File: src/rtl/bio_gpio_infilter.sv
// rtl/bio_gpio_infilter.sv - pad input synchronizer, per-pin glitch filter and sticky edge events for BIO gpio_in
// Optional pad/loopback mux per pin is built when BIO_INFILT_LOOPBACK_EN is defined.
`timescale 1ns/1ps

module bio_gpio_infilter #(
    parameter int NPIN = 32,
    parameter int CW   = 4
) (
    input  logic            aclk,
    input  logic            reset,
    input  logic [NPIN-1:0] pad_in,
    input  logic [NPIN-1:0] filt_en,
    input  logic [CW-1:0]   filt_len,
    input  logic [NPIN-1:0] rise_en,
    input  logic [NPIN-1:0] fall_en,
    input  logic [NPIN-1:0] evt_clr,
    input  logic            lb_en,
    input  logic [NPIN-1:0] lb_out,
    input  logic [NPIN-1:0] lb_dir,
    output logic [NPIN-1:0] gpio_in,
    output logic [NPIN-1:0] evt_status,
    output logic            irq
);

    logic [NPIN-1:0] src;
    logic [NPIN-1:0] s1;
    logic [NPIN-1:0] s2;
    logic [CW-1:0]   cnt     [NPIN];
    logic [CW-1:0]   cnt_nxt [NPIN];
    logic [NPIN-1:0] gpio_nxt;
    logic [NPIN-1:0] rise;
    logic [NPIN-1:0] fall;
    logic [NPIN-1:0] evt_nxt;
    logic [CW-1:0]   nm1;
    logic            bypass;

`ifdef BIO_INFILT_LOOPBACK_EN
    assign src = lb_en ? ((lb_dir & lb_out) | (~lb_dir & pad_in)) : pad_in;
`else
    logic unused_lb;
    assign unused_lb = ^{lb_en, lb_out, lb_dir};
    assign src       = pad_in;
`endif

    // A length of 0 or 1 both mean "accept on the first mismatching cycle".
    assign bypass = (filt_len <= CW'(1));
    assign nm1    = (filt_len == '0) ? '0 : filt_len - 1'b1;

    always_comb begin
        gpio_nxt = gpio_in;
        for (int j = 0; j < NPIN; j++) begin
            cnt_nxt[j] = '0;
            if (!filt_en[j] || bypass) begin
                gpio_nxt[j] = s2[j];
            end else if (s2[j] != gpio_in[j]) begin
                // cnt counts mismatching cycles already seen; it stops at N-1 so it cannot wrap
                if (cnt[j] >= nm1) begin
                    gpio_nxt[j] = s2[j];
                end else begin
                    cnt_nxt[j] = cnt[j] + 1'b1;
                end
            end
        end
    end

    assign rise    = gpio_nxt & ~gpio_in;
    assign fall    = ~gpio_nxt & gpio_in;
    assign evt_nxt = (evt_status & ~evt_clr) | (rise & rise_en) | (fall & fall_en);

    always_ff @(posedge aclk or posedge reset) begin
        if (reset) begin
            s1         <= '0;
            s2         <= '0;
            gpio_in    <= '0;
            evt_status <= '0;
            for (int j = 0; j < NPIN; j++) begin
                cnt[j] <= '0;
            end
        end else begin
            s1         <= src;
            s2         <= s1;
            gpio_in    <= gpio_nxt;
            evt_status <= evt_nxt;
            for (int j = 0; j < NPIN; j++) begin
                cnt[j] <= cnt_nxt[j];
            end
        end
    end

    assign irq = |evt_status;

endmodule

File: config.mk
export PLATFORM = sky130hd
export DESIGN_NAME = bio_gpio_infilter
export DESIGN_NICKNAME = d
export VERILOG_FILES = /design/src/rtl/bio_gpio_infilter.sv
export SDC_FILE = /design/constraint.sdc
export NUM_CORES = 1
export LEC_CHECK = 0
export ABC_CLOCK_PERIOD_IN_PS = 18800
export CAP_MARGIN = 0
export CORE_ASPECT_RATIO = 2
export CORE_UTILIZATION = 31
export DETAILED_ROUTE_END_ITERATION = 12
export PLACE_DENSITY_LB_ADDON = 0.2
export SLEW_MARGIN = 20
export SYNTH_ARGS = -nofsm -noshare
export SYNTH_HDL_FRONTEND = slang
export SYNTH_SLANG_ARGS = --single-unit
File: constraint.sdc
create_clock -name aclk -period 18.8 [get_ports aclk]
set_input_delay 3.76 -clock aclk [delete_from_list [all_inputs] [get_ports aclk]]
set_output_delay 3.76 -clock aclk [all_outputs]
set_load 0.005 [all_outputs]
==> results of run 1 <==
-- kinds of logic (layout without fill, tap and decap cells) --
group | after synthesis | in the layout | synth area share, %
and+or+nand+nor | 339 | 339 | 12.80
DFF | 256 | 256 | 48.80
AOI/OAI and AO/OA | 163 | 163 | 10.10
adders and majority gates | 160 | 160 | 15.25
buffers and inverters | 132 | 416 | 3.946
xor gates and xnor gates | 96 | 96 | 6.406
muxes | 31 | 31 | 2.688
other | 0 | 1 | 0
-- path summary, 6_finish.rpt --
kind                                                 to  depth (start not counted)                     start
worst max-delay path                                irq                          4  evt_status[22]$_DFF_PP0_
worst min-delay path                    s2[6]$_DFF_PP0_                          0           s1[6]$_DFF_PP0_
worst max register to register     gpio_in[0]$_DFF_PP0_                          4        cnt[127]$_DFF_PP0_
worst min register to register          s2[6]$_DFF_PP0_                          0           s1[6]$_DFF_PP0_
max in group asynchronous             cnt[10]$_DFF_PP0_                          4                     reset
min in group asynchronous       evt_status[3]$_DFF_PP0_                          2                     reset
-- routing by layer --
layer	vias to the layer above	part of all wire [%]	GRT usage [%]
li1	4622	-	-
met1	4686	39	16.80
met2	161	55	30.02
met3	40	3.5	2.019
met4	2	2.0	4.627
met5	-	0.037	0
-- cells in the mapped netlist, drive strengths merged --
cell type	count	area [um^2]
inv	129	484.2
nor2	162	608.1
nor2b	8	110.1
a21o	21	157.7
nor4	8	50.05
o211ai	10	75.07
a21oi	12	60.06
nand2	53	198.9
and2	1	6.260
xnor2	53	464.2
a31oi	53	331.6
xor2	43	376.6
or3b	1	8.760
nand4b	21	183.9
nand3	34	170.2
dfrtp	256	6406
o21ai	2	10.01
buf	3	33.78
and2b	2	15.01
o2111ai	1	8.760
or2	2	12.51
nand3b	10	75.07
nand4	2	12.51
o22ai	32	200.2
and3	11	68.82
ha	160	2002
a2111oi	11	271.5
nor3	1	10.01
mux2	31	352.8
nor3b	1	7.510
nand2b	21	131.4
a311o	21	211.5
or3	1	11.26
-- registers in the layout (all words and copies together) (netlist names) --
| name | cells |
|---|---|
| cnt | 128 |
| evt_status | 32 |
| gpio_in | 32 |
| s1 | 32 |
| s2 | 32 |
-- area by class of cell --
type                            count  area, um^2
Sequential cell                   256        6406
Tap cell                          540       675.6
Clock inverter                     11       167.7
Timing Repair Buffer              238        2362
Fill cell                        4097       24600
Clock buffer                       38       817.0
Inverter                          129       491.7
Multi-Input combinational cell    789        6250
Antenna cell                        1       2.502
-- cells in the final DEF (no fill, tap or decap), drive strengths merged, types with 12 or more instances in the layout --
cell	count
nor2	162
nand4b	21
inv	129
dfrtp	256
clkdlybuf4s50	230
a31oi	53
xor2	43
mux2	31
a21o	21
ha	160
xnor2	53
a311o	21
clkbuf	38
nand2	53
nand3	34
a21oi	12
nand2b	21
o22ai	32
-- through the flow --
stage | util (%) | instances | setup WS (ns) | area (um^2) | total power, mW
after floorplan | - | 1177 | 7.998 | 13130 | 0.7638
after global placement | 38.74 | 1952 | 11.69 | 16190 | 0.8876
after detailed placement | 38.74 | 1952 | 11.64 | 16190 | 0.8945
after CTS | 41.10 | 2001 | 11.76 | 17170 | 1.495
after global routing | 41.10 | 2001 | 11.90 | 17170 | 1.545
final | 41.11 | 2002 | 12.07 | 17170 | 1.465
-- power groups by stage --
stage          logic, mW  clock network, mW  registers, mW
3_5_place_dp       0.252                  0          0.642
5_1_grt            0.280              0.628          0.637
4_1_cts            0.254              0.609          0.632
3_3_place_gp       0.247                  0          0.641
6_report           0.247              0.587          0.631
2_1_floorplan      0.133                  0          0.631
-- worst max-delay path, cell delays in order, from the launching register on --
cell             delay, ns
dfrtp_1               0.41
nor4_1                0.69
nand4_1               0.42
or2_2                 0.40
clkdlybuf4s50_1       0.50
==> key figures, run 1 <==
STA
  – Minimum clock period after layout: 6.726 ns
  – Slew headroom: 40.10%
  – Final Max Slew Viols: 0
  – Unrepaired setup endpoints after global routing: false
  – Fmax: 148.7 MHz
  – Setup TNS: 0 ns
  – Worst-Margin Slew: 0.8985 ns
  – Setup-failing EPs final: 0
  – Crit share post-route: 35.78%
  – Fin Hold WS: 0.3468 ns
  – Final Hold Vio Count: 0
  – Clk_skew: 0.01097 ns

Die
  – Chip height: 293.0 um
  – Die area: 43220 um^2
  – IO Pins: 296
  – Core area: 41780 um^2
  – Die extent in x: 147.5 um
  – Site Rows: 106
  – Initial Util: 31.42%

Routing
  – Vias/cell: 4.751
  – Pre-antenna DRT Iters: 4
  – Routed WL: 32.06 mm
  – WL per Instance: 16.01 um
  – Drc violations: 0
  – Post-DRT Antenna Nets: 0
  – Vias after detailed routing: 9511
  – DR iter-0 viols: 200

Flow run
  – Max-cap viol count: 0

Critical path
  – CP max FO: 3
  – Crit end category: output port
  – CP required: 15.04 ns
  – CP Launch Type: flip-flop
  – WP data arrival: 2.97 ns
  – Reg2reg setup slack: 16.71 ns
  – Critical path class: flip-flop to output port

Logic synthesis
  – FF+latch count, synth: 256
  – Syn_nets: 1568
  – Cell count after synthesis: 1177
  – Register area share after synthesis: 48.80%
  – Post-Syn Area: 13130 um^2
  – Unique masters post-synth: 38
  – YS warnings: 0
  – Syn avg cell area: 11.15 um^2

Power
  – Sequential Power Share: 43.0%
  – Net load switching power: 0.3855 mW
  – Lkg Pwr: 7.875 nW
  – Clock Power Share: 40.1%
  – PwrDens: 85.30 nW/um^2
  – Combinational power share: 16.9%
  – Sw Ratio: 26.32%
  – VDD IR-drop max: 0.06807 mV
  – P_int: 1.079 mW

Finish
  – # nets final: 1832
  – Area grow syn2layout: 30.83%
  – Fraction of layout cells with a size suffix above 1: 6.639%

Clock network
  – CTS Hold Buffers Added: 0
  – CTS Buffer Depth: 3
  – Latest clock arrival within the worst-skew pair: 0.55 ns
  – CTS Sinks: 256
  – # Post-CTS Setup Buffers: 0
  – Clk slew on worst S/H paths: 0.06 ns
  – Root Driver: clkbuf_16
  – Num CTS Buffers: 27
  – Post-cts sizing count: 0
  – CTS tree: built
  – Htree depth: 1

Global routing
  – Antenna violations before repair: 1
  – Grt ovf: 0
  – Vias in the first global route: 10103
  – Largest net degree at the start of global routing: 75
  – Total GRT Usage: 15.36%
  – First-pass GRT wire length: 52.27 mm

Placed design
  – Global placement routability congestion: 0.7778
  – Detailed Place HPWL: 23.23 mm
  – I/O Buffers: 230

Status
  – Status: complete, no violations

Worst hold path
  – Hold/Removal Path Class: flip-flop to flip-flop
No activity file was read; power rests on OpenSTA's default activity.
==> inputs of run 2 (changes only) <==
Settings changed: ABC_CLOCK_PERIOD_IN_PS 18800 to 6000.
Clock period 18.8 ns to 6 ns, I/O delays scaled along.
==> key figures, run 2 (same netlist as run 1, synthesis figures left out) <==
Finish
  – Top reg by flops: cnt
  – Layout fillers: 4074
  – Area grow syn2layout: 30.70%
  – # nets final: 1834
  – Fin util: 41.07%
  – Reg area: 6406 um^2
  – Fraction of layout cells with a size suffix above 1: 6.301%
  – Max reg flops: 128
  – Most common cell after layout, fill and taps aside: dfrtp_1
  – Multi-input gate area: 6250 um^2
  – Commonest cells after routing, fill and taps aside: dfrtp_1, clkdlybuf4s50_1, nor2_1

Power
  – P_int: 3.318 mW
  – VDD IR-drop max: 0.2273 mV
  – Clock Power Share: 38.7%
  – Lkg Pwr: 7.871 nW
  – Sequential Power Share: 43.9%
  – PwrDens: 262.7 nW/um^2
  – Combinational power share: 17.4%
  – Net load switching power: 1.190 mW
  – Sw Ratio: 26.39%

STA
  – Minimum clock period after layout: 4.143 ns
  – Clk_skew: 0.01382 ns
  – Fin Hold WS: 0.3443 ns
  – Crit share post-route: 69.05%
  – Unrepaired setup endpoints after global routing: false
  – Fmax: 241.4 MHz
  – Setup TNS: 0 ns
  – Final Max Slew Viols: 0
  – Slew headroom: 38.84%
  – Setup-failing EPs final: 0
  – Worst-Margin Slew: 0.9174 ns
  – Final Hold Vio Count: 0

Critical path
  – WP buf/inv: 1
  – Critical Path End: irq
  – Crit-path cells: nor4_1 -> nand4_1 -> or2_2 -> clkdlybuf4s50_1
  – FF-to-FF path depth: 4
  – Reg2Reg Capture Point: gpio_in[0]$_DFF_PP0_
  – CP max FO: 3
  – Critical path depth: 4
  – CP required: 4.80 ns
  – RR Startpoint: cnt[127]$_DFF_PP0_
  – Critical path class: flip-flop to output port
  – Crit end category: output port
  – CP Launch Type: flip-flop
  – Delay of the slowest cell on the worst path: 0.62 ns
  – CP top delay family: simple AND/OR/NAND/NOR gates
  – CP max stage cell: nor4_1
  – CP startpoint: evt_status[22]$_DFF_PP0_
  – WP data arrival: 2.94 ns
  – Reg2reg setup slack: 4.01 ns

Routing
  – Drc violations: 0
  – DR iter-0 viols: 198
  – Vias after detailed routing: 9481
  – Routed WL: 32.74 mm
  – WL per Instance: 16.36 um
  – Pre-antenna DRT Iters: 4
  – Post-DRT Antenna Nets: 0
  – Vias/cell: 4.738

Clock network
  – Latest clock arrival within the worst-skew pair: 0.55 ns
  – CTS tree: built
  – CTS Hold Buffers Added: 0
  – Post-cts sizing count: 0
  – Num CTS Buffers: 27
  – # Post-CTS Setup Buffers: 0
  – CTS Buffer Depth: 3
  – Root Driver: clkbuf_16
  – CTS Sinks: 256
  – Clk slew on worst S/H paths: 0.06 ns
  – Htree depth: 1

Placed design
  – Global placement routability congestion: 0.7826
  – Detailed Place HPWL: 23.72 mm
  – I/O Buffers: 230

Global routing
  – Largest net degree at the start of global routing: 139
  – First-pass GRT wire length: 52.39 mm
  – Grt ovf: 0
  – Total GRT Usage: 15.46%
  – Vias in the first global route: 10145
  – Antenna violations before repair: 3

Die
  – IO Pins: 296
  – Die area: 43220 um^2
  – Chip height: 293.0 um
  – Die extent in x: 147.5 um
  – Initial Util: 31.42%
  – Site Rows: 106
  – Core area: 41780 um^2

Flow run
  – Max-cap viol count: 0

Worst hold path
  – Hold/Removal Path Class: flip-flop to flip-flop

Status
  – Status: complete, no violations
## run 2: changes by cell type in the layout (fill, tap and decap cells not counted), sizes merged
| cell | delta |
|---|---|
| buf | +2 |
| bufinv | -1 |
| clkbuf | +2 |
| clkinvlp | -3 |
| inv | -1 |
## run 2: per-layer routing
layer	wire length [um]	global-route usage, %	part of all wire [%]	vias up
met5	19	0	0.058	-
met4	1081	6.110	3.3	4
met3	1275	2.391	3.9	45
met2	18050	30.21	55	169
met1	12310	16.11	38	4639
li1	-	-	-	4624
## run 2: final cells by class
| type | count | share of cell area (%) |
|---|---|---|
| well taps | 540 | 3.938 |
| diodes | 1 | 0.01459 |
| clock buffers | 40 | 4.689 |
| inverters | 129 | 2.844 |
| clock inverters | 6 | 0.6272 |
| flip-flops and latches | 256 | 37.34 |
| multi-input cells | 789 | 36.43 |
| repair buffers | 240 | 14.12 |
## run 2: worst min path at each step
stage | cells past startpoint | endpoint | startpoint
2_1_floorplan | 0 | s2[0]$_DFF_PP0_ | s1[0]$_DFF_PP0_
3_3_place_gp | 0 | s2[14]$_DFF_PP0_ | s1[14]$_DFF_PP0_
3_5_place_dp | 0 | s2[0]$_DFF_PP0_ | s1[0]$_DFF_PP0_
4_1_cts | 0 | s2[21]$_DFF_PP0_ | s1[21]$_DFF_PP0_
5_1_grt | 0 | s2[21]$_DFF_PP0_ | s1[21]$_DFF_PP0_
6_report | 0 | s2[21]$_DFF_PP0_ | s1[21]$_DFF_PP0_
## run 2: worst register-to-register path: stages (launching register included)
cell,delay [ns]
dfrtp_1,0.39
ha_1,0.31
a2111oi_0,0.58
and2b_1,0.27
mux2_2,0.34
## run 2: metrics by stage
| stage | power, mW | cell area, um^2 | cells | worst slack [ns] |
|---|---|---|---|---|
| after floorplan | 2.394 | 13130 | 1177 | 0.9190 |
| after global placement | 2.788 | 16210 | 1953 | 1.442 |
| after detailed placement | 2.813 | 16240 | 1954 | 1.512 |
| after CTS | 4.610 | 17150 | 2000 | 1.750 |
| after global routing | 4.768 | 17160 | 2001 | 1.777 |
| final | 4.507 | 17160 | 2001 | 1.857 |
## run 2: power groups by stage
stage | Sequential (mW) | Combinational (mW) | Clock, mW
floorplan | 1.98 | 0.416 | 0
global placement | 2.01 | 0.779 | 0
detailed placement | 2.01 | 0.801 | 0
CTS | 1.98 | 0.808 | 1.82
global route | 2.00 | 0.890 | 1.88
finish | 1.98 | 0.786 | 1.74
==> inputs of run 3 (changes only) <==
Settings changed: ABC_CLOCK_PERIOD_IN_PS 6000 to 4200.
Clock period 6 ns to 4.2 ns, I/O delays scaled along.
==> key figures, run 3 (same netlist as run 1, synthesis figures left out) <==
Status
  – Status: complete, no violations

Worst hold path
  – Hold depth: 0
  – Hold EP: s2[11]$_DFF_PP0_
  – Hold Startpoint: s1[11]$_DFF_PP0_
  – Hold/Removal Path Class: flip-flop to flip-flop

Global routing
  – Largest net degree at the start of global routing: 60
  – Total GRT Usage: 15.07%
  – First-pass GRT wire length: 51.24 mm
  – Vias in the first global route: 9926
  – Antenna violations before repair: 2
  – Grt ovf: 0

Critical path
  – CP top delay family: simple AND/OR/NAND/NOR gates
  – Delay of the slowest cell on the worst path: 0.65 ns
  – CP max FO: 3
  – Crit-path cells: nor4_1 -> nand4_1 -> or2_2 -> clkdlybuf4s50_1
  – Crit end category: output port
  – WP data arrival: 2.58 ns
  – Reg2Reg Capture Point: gpio_in[0]$_DFF_PP0_
  – CP max stage cell: nor4_1
  – CP Launch Type: flip-flop
  – Critical path class: flip-flop to output port
  – FF-to-FF path depth: 4
  – Reg2reg setup slack: 2.13 ns
  – CP required: 3.36 ns
  – RR Startpoint: cnt[127]$_DFF_PP0_
  – WP buf/inv: 1

Routing
  – Pre-antenna DRT Iters: 6
  – Vias after detailed routing: 9421
  – Vias/cell: 4.687
  – WL per Instance: 15.79 um
  – Post-DRT Antenna Nets: 0
  – Routed WL: 31.75 mm
  – Drc violations: 0
  – DR iter-0 viols: 146

STA
  – Worst-Margin Slew: 0.7316 ns
  – Minimum clock period after layout: 3.422 ns
  – Crit share post-route: 81.48%
  – Setup-failing EPs final: 0
  – Slew headroom: 51.13%
  – Unrepaired setup endpoints after global routing: false
  – Fin Hold WS: 0.3466 ns
  – Clk_skew: 0.01270 ns
  – Final Hold Vio Count: 0
  – Worst setup margin: 0.7777 ns
  – Final Max Slew Viols: 0
  – Fmax: 292.2 MHz

Placed design
  – Detailed Place HPWL: 23.91 mm
  – Pre-CTS setup slack: 0.2983 ns
  – Global placement routability congestion: 0.7698
  – DP Area: 16370 um^2
  – I/O Buffers: 230

Finish
  – Area grow syn2layout: 31.06%
  – Most common cell after layout, fill and taps aside: dfrtp_1
  – Max reg flops: 128
  – # nets final: 1844
  – Commonest cells after routing, fill and taps aside: dfrtp_1, clkdlybuf4s50_1, nor2_1
  – Top reg by flops: cnt
  – Fraction of layout cells with a size suffix above 1: 6.880%
  – Finished layout cell area: 17200 um^2
  – Fin util: 41.18%
  – Layout fillers: 4082

Power
  – PwrDens: 363.3 nW/um^2
  – Pwr Total: 6.249 mW
  – Sequential Power Share: 45.2%
  – Sw Ratio: 26.47%
  – P_int: 4.595 mW
  – VDD IR-drop max: 0.2617 mV
  – Clock Power Share: 36.7%
  – Lkg Pwr: 7.899 nW
  – Net load switching power: 1.654 mW
  – Combinational power share: 18.1%

Clock network
  – CTS Sinks: 256
  – Latest clock arrival within the worst-skew pair: 0.54 ns
  – Clk slew on worst S/H paths: 0.06 ns
  – CTS tree: built
  – Post-cts sizing count: 0
  – # Post-CTS Setup Buffers: 0
  – CTS Buffer Depth: 3
  – Num CTS Buffers: 26
  – CTS Hold Buffers Added: 0
  – Root Driver: clkbuf_16
  – Htree depth: 1

Flow run
  – Max-cap viol count: 0

Die
  – Core area: 41780 um^2
  – Die extent in x: 147.5 um
  – IO Pins: 296
  – Site Rows: 106
  – Chip height: 293.0 um
  – Initial Util: 31.42%
  – Die area: 43220 um^2
run 3: routing by layer:
metal | up-vias | share of wire (%) | wire length [um] | track usage [%]
li1 | 4653 | - | - | -
met1 | 4540 | 39 | 12360 | 16.56
met2 | 170 | 55 | 17370 | 29.04
met3 | 56 | 3.4 | 1078 | 1.832
met4 | 2 | 2.9 | 920 | 5.482
met5 | - | 0.041 | 13 | 0
run 3: final cells by class:
| type | count | area (um^2) | area share (%) |
|---|---|---|---|
| clock buffer | 34 | 732.0 | 4.255 |
| sequential | 256 | 6406 | 37.24 |
| tap | 540 | 675.6 | 3.927 |
| inverter | 129 | 488.0 | 2.836 |
| antenna | 2 | 5.005 | 0.02909 |
| multi-input combinational | 789 | 6250 | 36.33 |
| clock inverter | 9 | 100.1 | 0.5818 |
| timing repair buffer | 251 | 2547 | 14.81 |
run 3: power by group through the flow:
| stage | clock [mW] | sequential [mW] | combinational, mW |
|---|---|---|---|
| floorplan | 0 | 2.83 | 0.594 |
| global placement | 0 | 2.87 | 1.13 |
| detailed placement | 0 | 2.87 | 1.15 |
| CTS | 2.41 | 2.83 | 1.16 |
| global route | 2.49 | 2.85 | 1.28 |
| finish | 2.30 | 2.82 | 1.13 |
run 3: worst max path at each step:
stage,start,endpoint,cells after the start
floorplan,reset,cnt[0]$_DFF_PP0_,1
global placement,filt_len[1],gpio_in[26]$_DFF_PP0_,10
detailed placement,filt_len[1],gpio_in[26]$_DFF_PP0_,10
CTS,evt_status[14]$_DFF_PP0_,irq,4
global route,evt_status[6]$_DFF_PP0_,irq,4
finish,evt_status[14]$_DFF_PP0_,irq,4
run 3: through the flow:
| stage | TNS [ns] | cells |
|---|---|---|
| finish | 0 | 2010 |
| global placement | 0 | 1965 |
| detailed placement | 0 | 1965 |
| CTS | 0 | 2008 |
| global route | 0 | 2009 |
| floorplan | -2.975 | 1177 |
